### src/rtl/fifo_uart_tx.sv
// fifo_uart_tx: drains a show-ahead FIFO and serialises each word as a
// UART frame (start bit, LSB-first data, stop bits), one pop per frame.
module fifo_uart_tx #(
    parameter int width     = 8,
    parameter int clk_div   = 868,
    parameter int stop_bits = 1
) (
    input  logic             clk,
    input  logic             rst,
    input  logic             tx_en,
    input  logic             fifo_empty,
    input  logic [width-1:0] fifo_read_data,
    output logic             fifo_pop,
    output logic             tx,
    output logic             busy
);
    localparam int CW = $clog2(clk_div);
    localparam int BW = $clog2(width + stop_bits);

    localparam logic [CW-1:0] C_LAST = CW'(clk_div - 1);
    localparam logic [BW-1:0] B_LAST = BW'(width - 1);
    localparam logic [BW-1:0] S_LAST = BW'(stop_bits - 1);

    typedef enum logic [1:0] {IDLE, START, DATA, STOP} state_t;

    state_t           r_state, w_nstate;
    logic [CW-1:0]    r_cnt, w_cnt;
    logic [BW-1:0]    r_bit, w_bit;
    logic [width-1:0] r_sh, w_sh, w_shifted;
    logic             r_tx, w_tx;
    logic             r_busy;
    logic             w_bit_end, w_last_stop, w_start;

    assign w_bit_end   = (r_state != IDLE) && (r_cnt == C_LAST);
    assign w_last_stop = (r_bit == S_LAST);
    assign w_shifted   = r_sh >> 1;

    // Reset gates the pop so a held reset never consumes a word
    assign w_start = tx_en & ~fifo_empty & ~rst &
                     ((r_state == IDLE) |
                      ((r_state == STOP) & w_bit_end & w_last_stop));

    assign fifo_pop = w_start;
    assign tx       = r_tx;
    assign busy     = r_busy;

    always_ff @(posedge clk or posedge rst) begin
        if (rst) begin
            r_state <= IDLE;
            r_cnt   <= '0;
            r_bit   <= '0;
            r_sh    <= '0;
            r_tx    <= 1'b1;
            r_busy  <= 1'b0;
        end else begin
            r_state <= w_nstate;
            r_cnt   <= w_cnt;
            r_bit   <= w_bit;
            r_sh    <= w_sh;
            r_tx    <= w_tx;
            r_busy  <= (w_nstate != IDLE);
        end
    end

    always_comb begin
        w_nstate = r_state;
        w_cnt    = (r_state == IDLE) ? '0 : r_cnt + CW'(1);
        w_bit    = r_bit;
        w_sh     = r_sh;
        w_tx     = r_tx;
        if (w_bit_end)
            w_cnt = '0;

        unique case (r_state)
            IDLE: begin
                w_tx = 1'b1;
            end
            START: begin
                if (w_bit_end) begin
                    w_nstate = DATA;
                    w_bit    = '0;
                    w_tx     = r_sh[0];
                end
            end
            DATA: begin
                if (w_bit_end) begin
                    if (r_bit == B_LAST) begin
                        w_nstate = STOP;
                        w_bit    = '0;
                        w_tx     = 1'b1;
                    end else begin
                        w_sh  = w_shifted;
                        w_bit = r_bit + BW'(1);
                        w_tx  = w_shifted[0];
                    end
                end
            end
            STOP: begin
                if (w_bit_end) begin
                    if (w_last_stop)
                        w_nstate = IDLE;
                    else
                        w_bit = r_bit + BW'(1);
                end
            end
            default: w_nstate = IDLE;
        endcase

        // A new frame overrides the idle/stop path in the same cycle
        if (w_start) begin
            w_nstate = START;
            w_sh     = fifo_read_data;
            w_cnt    = '0;
            w_bit    = '0;
            w_tx     = 1'b0;
        end
    end
endmodule

### config.mk
export PLATFORM = sky130hd
export DESIGN_NAME = fifo_uart_tx
export DESIGN_NICKNAME = d
export VERILOG_FILES = /design/src/rtl/fifo_uart_tx.sv
export SDC_FILE = /design/constraint.sdc
export NUM_CORES = 1
export LEC_CHECK = 0
export BUFFER_PORTS_ARGS = -buffer_cell sky130_fd_sc_hd__buf_2
export CORE_ASPECT_RATIO = 1.5
export CORE_MARGIN = 4
export CORE_UTILIZATION = 50
export CTS_CLUSTER_DIAMETER = 60
export DETAILED_ROUTE_END_ITERATION = 12
export PLACE_DENSITY = 0.71
export SYNTH_ARGS = -nofsm -noshare
export SYNTH_HDL_FRONTEND = slang
export SYNTH_SLANG_ARGS = --single-unit
### constraint.sdc
create_clock -name clk -period 2.7 [get_ports clk]
set_input_delay 0.135 -clock clk [delete_from_list [all_inputs] [get_ports clk]]
set_output_delay 0.135 -clock clk [all_outputs]
set_load 0.1 [all_outputs]
After elaboration in Yosys (flattened, before gate mapping)
Index checks and enable logic that the tools add are counted.
{ "totals": {"register_bits": 26, "output_inout_bits": 3, "wordCells": 64} }
{ "classes": {"n_addsub": 2, "n_eq_ne": 10, "mux": 26, "bitwise_logic": 8, "reduce_logical": 12} }
{ "ops": {"columns": ["operator", "n"], "rows": [
  ["$mux 8", 4],
  ["$mux 10", 3],
  ["$mux 4", 6],
  ["$mux 2", 6],
  ["$ne 3x3->1 const B", 4],
  ["$pmux 4 s3", 1],
  ["$add 10x1->10 const B", 1],
  ["$eq 10x10->1 const B", 1],
  ["$reduce_bool 2->1", 4],
  ["$reduce_bool 4->1", 2],
  ["$pmux 2 s3", 1],
  ["$reduce_and 3->1", 2],
  ["$and 1x1->1", 5],
  ["$reduce_and 5->1", 1],
  ["$add 4x1->4 const B", 1],
  ["$eq 2x2->1 const B", 2],
  ["$eq 4x3->1 const B", 1],
  ["$logic_not 4->1", 1],
  ["$mux 1", 4],
  ["$pmux 1 s3", 1],
  ["$eq 2x1->1 const B", 1],
  ["$logic_not 2->1", 1],
  ["$ne 2x2->1 const B", 1],
  ["$not 1->1", 2],
  ["2 further kinds", 2]
]} }

Depth between registers and ports, before layout
Gate-level depths: netlist of run 1.
{ "logic_depth": {"depth_word": 8, "ltp_mapped": 9, "depth_no_buf": 7} }

Worst setup path before layout of run 1
No wires, ideal clock.
{ "synth_path": {"path_kind": "register -> output", "from": "register r_cnt[0]", "to": "output fifo_pop", "arrival_ns": 2.457, "t_required_ns": 2.565, "setup_slack_ns": 0.108, "path_stages_with_launch": 7, "path_buffers": 1, "path_cell_list": "dfrtp_1 -> ha_1 -> or4b_4 -> nor4_1 -> a21oi_1 -> clkbuf_1 -> inv_1"} }
{ "synth_via": {"elab_chain_cells": 6} }
{ "synth_lines": {"columns": ["item", "line", "rtl"], "rows": [
  ["start, declared", "27", "logic [CW-1:0] r_cnt, w_cnt;"],
  ["start signal, assigned", "57", "r_cnt <= w_cnt;"],
  ["$eq 10x10->1", "34", "assign w_bit_end = (r_state != IDLE) && (r_cnt == C_LAST);"],
  ["$logic_and 1x1->1", "34", null],
  ["$and 1x1->1 (2 in a row)", "41", "((r_state == STOP) & w_bit_end & w_last_stop));"],
  ["$or 1x1->1", "40", "((r_state == IDLE) |"],
  ["$and 1x1->1", "39", "assign w_start = tx_en & ~fifo_empty & ~rst &"],
  ["end, declared", "13", "output logic fifo_pop,"]
]} }
No other way between the ends.

Worst setup path in the final report of run 1
Ends and elaborated chain as after synthesis.

==> results of run 1 <==
## critical path: cells and delay by family, from the launching register on
kind | cells | cell delay [ps]
and+or+nand+nor | 2 | 880
DFF | 1 | 400
buffers and inverters | 2 | 370
adders and majority gates | 1 | 270
AOI/OAI and AO/OA | 1 | 270
## through the flow
step                      setup WS [ps]  cell area [um2]  utilization
after floorplan                     108             1510            -
after global placement              339             1630        0.559
after detailed placement            264             1630        0.559
after CTS                          55.4             1690        0.580
after global routing               9.49             1700        0.582
final                               113             1700        0.582
## report_power, final
| group | internal (mW) | leakage, nW | total (mW) | switching, mW |
|---|---|---|---|---|
| sequential | 0.389 | 0.283 | 0.389 | 0 |
| clock | 0.130 | 0.0288 | 0.250 | 0.120 |
| combinational | 0.00646 | 0.419 | 0.0171 | 0.0107 |
## kinds of logic after synthesis
group | share of synthesized area
simple gates | 0.225
xor+xnor | 0.0464
buf+inv | 0.0530
mux | 0.0597
flops | 0.432
fa+ha+maj | 0.0580
compound gates | 0.126
## worst paths after layout
path                       endpoint  slack [ps]  depth (start not counted)
setup / recovery           fifo_pop         110                          6
hold / removal              r_sh[7]         100                          3
setup reg to reg            r_sh[3]         310                          6
hold reg to reg                  tx         470                          2
max in group asynchronous  r_cnt[1]        1990                          2
min in group asynchronous  r_cnt[0]         110                          2
## synth_stat cells, types with 2 or more instances
master,count
a211oi_1,2
a21oi_1,13
a221oi_1,2
and2_1,3
and3_1,2
clkbuf_1,4
dfrtp_1,25
ha_1,7
inv_1,13
mux2i_1,9
nand2_1,7
nand2b_1,3
nand3_1,7
nand3b_1,3
nand4_1,3
nor2_1,22
nor3_1,2
nor3b_1,2
o21ai_0,3
xnor2_1,2
xor2_1,6
## metal layers
| layer | GRT usage | wire length (um) |
|---|---|---|
| met4 | 0.0511 | 4 |
| met1 | 0.189 | 1220 |
| met3 | 0.0274 | 83 |
| met5 | 0 | 0 |
| met2 | 0.283 | 1480 |
## layout make-up
class,count,area [um2]
fillers,253,1220
multi-input cells,115,791
flip-flops and latches,26,652
repair buffers,16,100
clock buffers,4,55.1
inverters,13,48.8
well taps,39,48.8
## flip-flops by register name (all words and copies together) (netlist names)
register  flops
r_cnt        10
busy          1
tx            1
r_bit         4
r_sh          8
r_state       2
## what timing repair did
action                     in CTS  in global routing
setup endpoints to repair       1                  1
hold buffers                    0                  0
gates resized for setup         1                  1
==> flow_summary.yaml, run 1 <==
worst_setup_path:
  worstPathMaxFanout: 7
  crit_type: "flip-flop to primary output"
  worst_setup_path_end_kind: "primary output"
  r2r_start: "r_cnt[0]"
  arrival_ps: 2450
  startpoint: "r_cnt[0]"
  critPathLaunchType: "flip-flop"
  cp_data_required_time_ps: 2570
  cp_cell_sequence: "ha_1 -> or4b_4 -> nor4_2 -> a21oi_1 -> inv_1 -> buf_12"
  slowest_stage: "or4b_4"
  cp_slowest_stage_delay_ps: 540
power_and_ir_drop:
  power_density_mw_per_mm2: 387
  p_total_mw: 0.657
  irDropWorstVdd_uv: 302
  p_leak_nw: 0.730
clocking:
  root_buffer: "clkbuf_8"
  clkSinkCount: 26
  clk_path_buf_depth: 2
  cts_made_buffers: 3
  cts_tree: "yes"
  clk_pin_slew_worst_paths_ps: 90
  clk_latency_ps: 270
  post_cts_buffers: 0
  htreeDepth: 1
placed_design:
  place_inst: 209
  portBuffers: 14
  routabilityCongestion: 0.814
  dpl.hpwl_mm: 2.02
layout:
  antenna_cells: 0
  areaGrowthSynthToFinish_pct: 12.3
  final_cell_mix: "25 x dfrtp_1, 22 x nor2_1, 13 x inv_1, 13 x a21oi_1, 13 x buf_2"
  drive_above_1_share: 0.184
  layout.cells.non_filler: 213
  layout_commonest_cell: "dfrtp_1"
  nets: 194
hold_path:
  hold_start: "fifo_read_data[7]"
  min_path_type: "primary input to flip-flop"
sta:
  slew_headroom: 0.346
  timing.fmax_mhz: 387
  rsz0062_at_grt: "no"
  skew_ps: 9.29
  tns_ps: 0
  hold_viol: 0
  fin_crit_ps: 2590
  worst_pin_slew_ps: 981
  maxSlewViolCount: 0
  holdWs_ps: 97.0
  setup_viol: 0
  fin_crit_sh: 0.958
routing:
  ant_nets: 0
  drtIter0Drc: 28
  via_per_inst: 5.45
  wire_per_inst_um: 13.1
  drc: 0
  routed_wl_mm: 2.80
  vias: 1160
  first_pass_iters: 4
grt:
  antenna_found_initial: 0
  grt_pass1_vias: 1151
  grt_max_degree: 27
  grt_usage: 0.158
  grt_overflow: 0
  grt_pass1_wl_mm: 4.82
floorplanning:
  row_count: 24
  initial_core_util: 0.518
  dieArea_mm2: 0.00398
  coreArea_mm2: 0.00291
  ios: 15
  die_h_um: 75.3
  die_w_um: 52.9
flow_run:
  drv_cap: 0
synth:
  ys_types: 41
  avgSynthCellArea_um2: 9.44
  synth-seq-cells: 26
  synth-main-ff-cell: "dfrtp_1"
  synth-edff-count: 0
  ys_seq_area_frac: 0.432
  synth.area.top_cells: "dfrtp_1 41%, mux2i_1 6.0%, ha_1 5.8%"
  async_reset_ff_frac: 1.00
  synth.net_count: 179
  synth_cells: 160
  synth_area_leader_cell: "dfrtp_1"
  synth.top_cell.area_share: 0.414
  yosys_warnings: 0
  synth_area_mm2: 0.00151
outcome:
  outcome: "finished clean"
No activity file was read; power rests on OpenSTA's default activity.
==> run 2: changes to the inputs <==
--- a/config.mk
+++ b/config.mk
@@ -5,7 +5,7 @@
 export SDC_FILE = /design/constraint.sdc
 export NUM_CORES = 1
 export LEC_CHECK = 0
-export BUFFER_PORTS_ARGS = -buffer_cell sky130_fd_sc_hd__buf_2
+export BUFFER_PORTS_ARGS = -buffer_cell sky130_fd_sc_hd__buf_4
 export CORE_ASPECT_RATIO = 1.5
 export CORE_MARGIN = 4
 export CORE_UTILIZATION = 50
==> run 2 against run 1 <==
Net effect:
- worst setup slack better by 10 ps
- power barely moved
- combinational power is 25% higher
- flip-flop and latch count unchanged
- clock-buffer cell count unchanged
- register-to-register slack about the same
- clock power down 2%
- sequential power hardly changed
- critical path depth stayed put
- die area stayed put
- largest cell class unchanged
- highest routed layer unchanged
==> flow_summary.yaml, run 2 (synthesis gave the netlist of run 1 again) <==
outcome:
  outcome: "finished clean"
worst_setup_path:
  critPathLaunchType: "flip-flop"
  worstPathMaxFanout: 5
  worst_setup_path_end_kind: "primary output"
  cp_data_required_time_ps: 2570
  crit_type: "flip-flop to primary output"
  cp_slowest_stage_delay_ps: 540
  path_buf_inv: 2
  cp_cell_sequence: "ha_1 -> or4b_4 -> nor4_2 -> a21oi_1 -> inv_1 -> buf_4"
  arrival_ps: 2440
  critical_path.top_delay_family: "simple AND/OR/NAND/NOR gates"
  slowest_stage: "or4b_4"
clocking:
  cts_made_buffers: 3
  root_buffer: "clkbuf_8"
  clk_latency_ps: 270
  clk_pin_slew_worst_paths_ps: 90
  clk_path_buf_depth: 2
  htreeDepth: 1
  clkSinkCount: 26
  cts_tree: "yes"
placed_design:
  placed_area_mm2: 0.00166
  dpl.hpwl_mm: 2.27
  portBuffers: 14
  pre_cts_ws_ps: 301
  routabilityCongestion: 0.869
routing:
  drtIter0Drc: 26
  routed-wl-met2_mm: 1.65
  first_pass_iters: 4
  routed_wl_mm: 3.00
  wl_met3_um: 47
  wire_per_inst_um: 14.0
  via_per_inst: 5.51
  drc: 0
  dr.max_layer_used: "met4"
  ant_nets: 0
  met1_length_mm: 1.22
  vias: 1184
floorplanning:
  die_h_um: 75.3
  row_count: 24
  coreArea_mm2: 0.00291
  initial_core_util: 0.518
  dieArea_mm2: 0.00398
  ios: 15
  die_w_um: 52.9
layout:
  final_cell_mix: "25 x dfrtp_1, 22 x nor2_1, 18 x buf_4"
  largest_register_ffs: 10
  antenna_cells: 0
  areaGrowthSynthToFinish_pct: 14.6
  nets: 196
  top_regs: "r_cnt (10), r_sh (8), r_bit (4)"
  layout_commonest_cell: "dfrtp_1"
  final_area_mm2: 0.00173
  top_register: "r_cnt"
  drive_above_1_share: 0.193
grt:
  grt_overflow: 0
  antenna_found_initial: 0
  grt_max_degree: 27
  grt_usage: 0.178
  grt_pass1_wl_mm: 5.14
  grt_pass1_vias: 1225
sta:
  setup_ws_ps: 124
  fin_crit_sh: 0.954
  timing.fmax_mhz: 388
  worst_pin_slew_ps: 956
  maxSlewViolCount: 0
  slew_headroom: 0.362
  hold_viol: 0
  setup_viol: 0
  skew_ps: 3.23
  fin_crit_ps: 2580
  holdWs_ps: 100
flow_run:
  drv_cap: 0
hold_path:
  min_path_type: "primary input to async pin"
power_and_ir_drop:
  p_total_mw: 0.657
  irDropWorstVdd_uv: 415
  power_density_mw_per_mm2: 379
  p_leak_nw: 0.752
run 2: cell types whose count changed in the layout (fill, tap and decap cells not counted), sizes merged:
cell,change
buf,+2
run 2: layout make-up:
type	count	area, um2
multi-input combinational	115	791
timing repair buffer	18	135
sequential	26	652
fill	260	1180
clock buffer	4	55.1
inverter	13	48.8
tap	39	48.8
run 2: routing by layer:
layer / GRT usage / vias up
met5: 0 / -
met4: 0.128 / 0
met3: 0.0235 / 8
met2: 0.302 / 14
met1: 0.203 / 575
li1: - / 587
run 2: path summary, 6_finish.rpt:
path | startpoint | depth (start not counted) | slack (ps) | to
max | r_cnt[0] | 6 | 120 | fifo_pop
min | rst | 2 | 100 | r_cnt[8]
max reg2reg | r_cnt[0] | 6 | 320 | r_sh[5]
min reg2reg | tx | 2 | 470 | tx
max in group asynchronous | rst | 2 | 2020 | r_bit[2]
min in group clk | fifo_read_data[2] | 3 | 110 | r_sh[2]
run 2: stage by stage:
step / utilization / setup TNS (ps) / std cells
2_1_floorplan: - / 0 / 160
3_3_place_gp: 0.571 / 0 / 211
3_5_place_dp: 0.571 / 0 / 211
4_1_cts: 0.590 / 0 / 215
5_1_grt: 0.594 / -96.1 / 215
6_report: 0.594 / 0 / 215
run 2: repair_timing:
item / 4_1_cts / 5_1_grt
hold buffers: 0 / 0
endpoints found under the hold margin: 0 / 0
gates resized for setup: 0 / 2
endpoints found under the setup margin: 0 / 1
setup buffers: 0 / 0
run 2: where the power goes:
part	switching [mW]	total (mW)	internal (mW)
logic	0.0106	0.0214	0.0109
registers	0	0.389	0.389
clock network	0.116	0.246	0.130
total	0.127	0.657	0.530
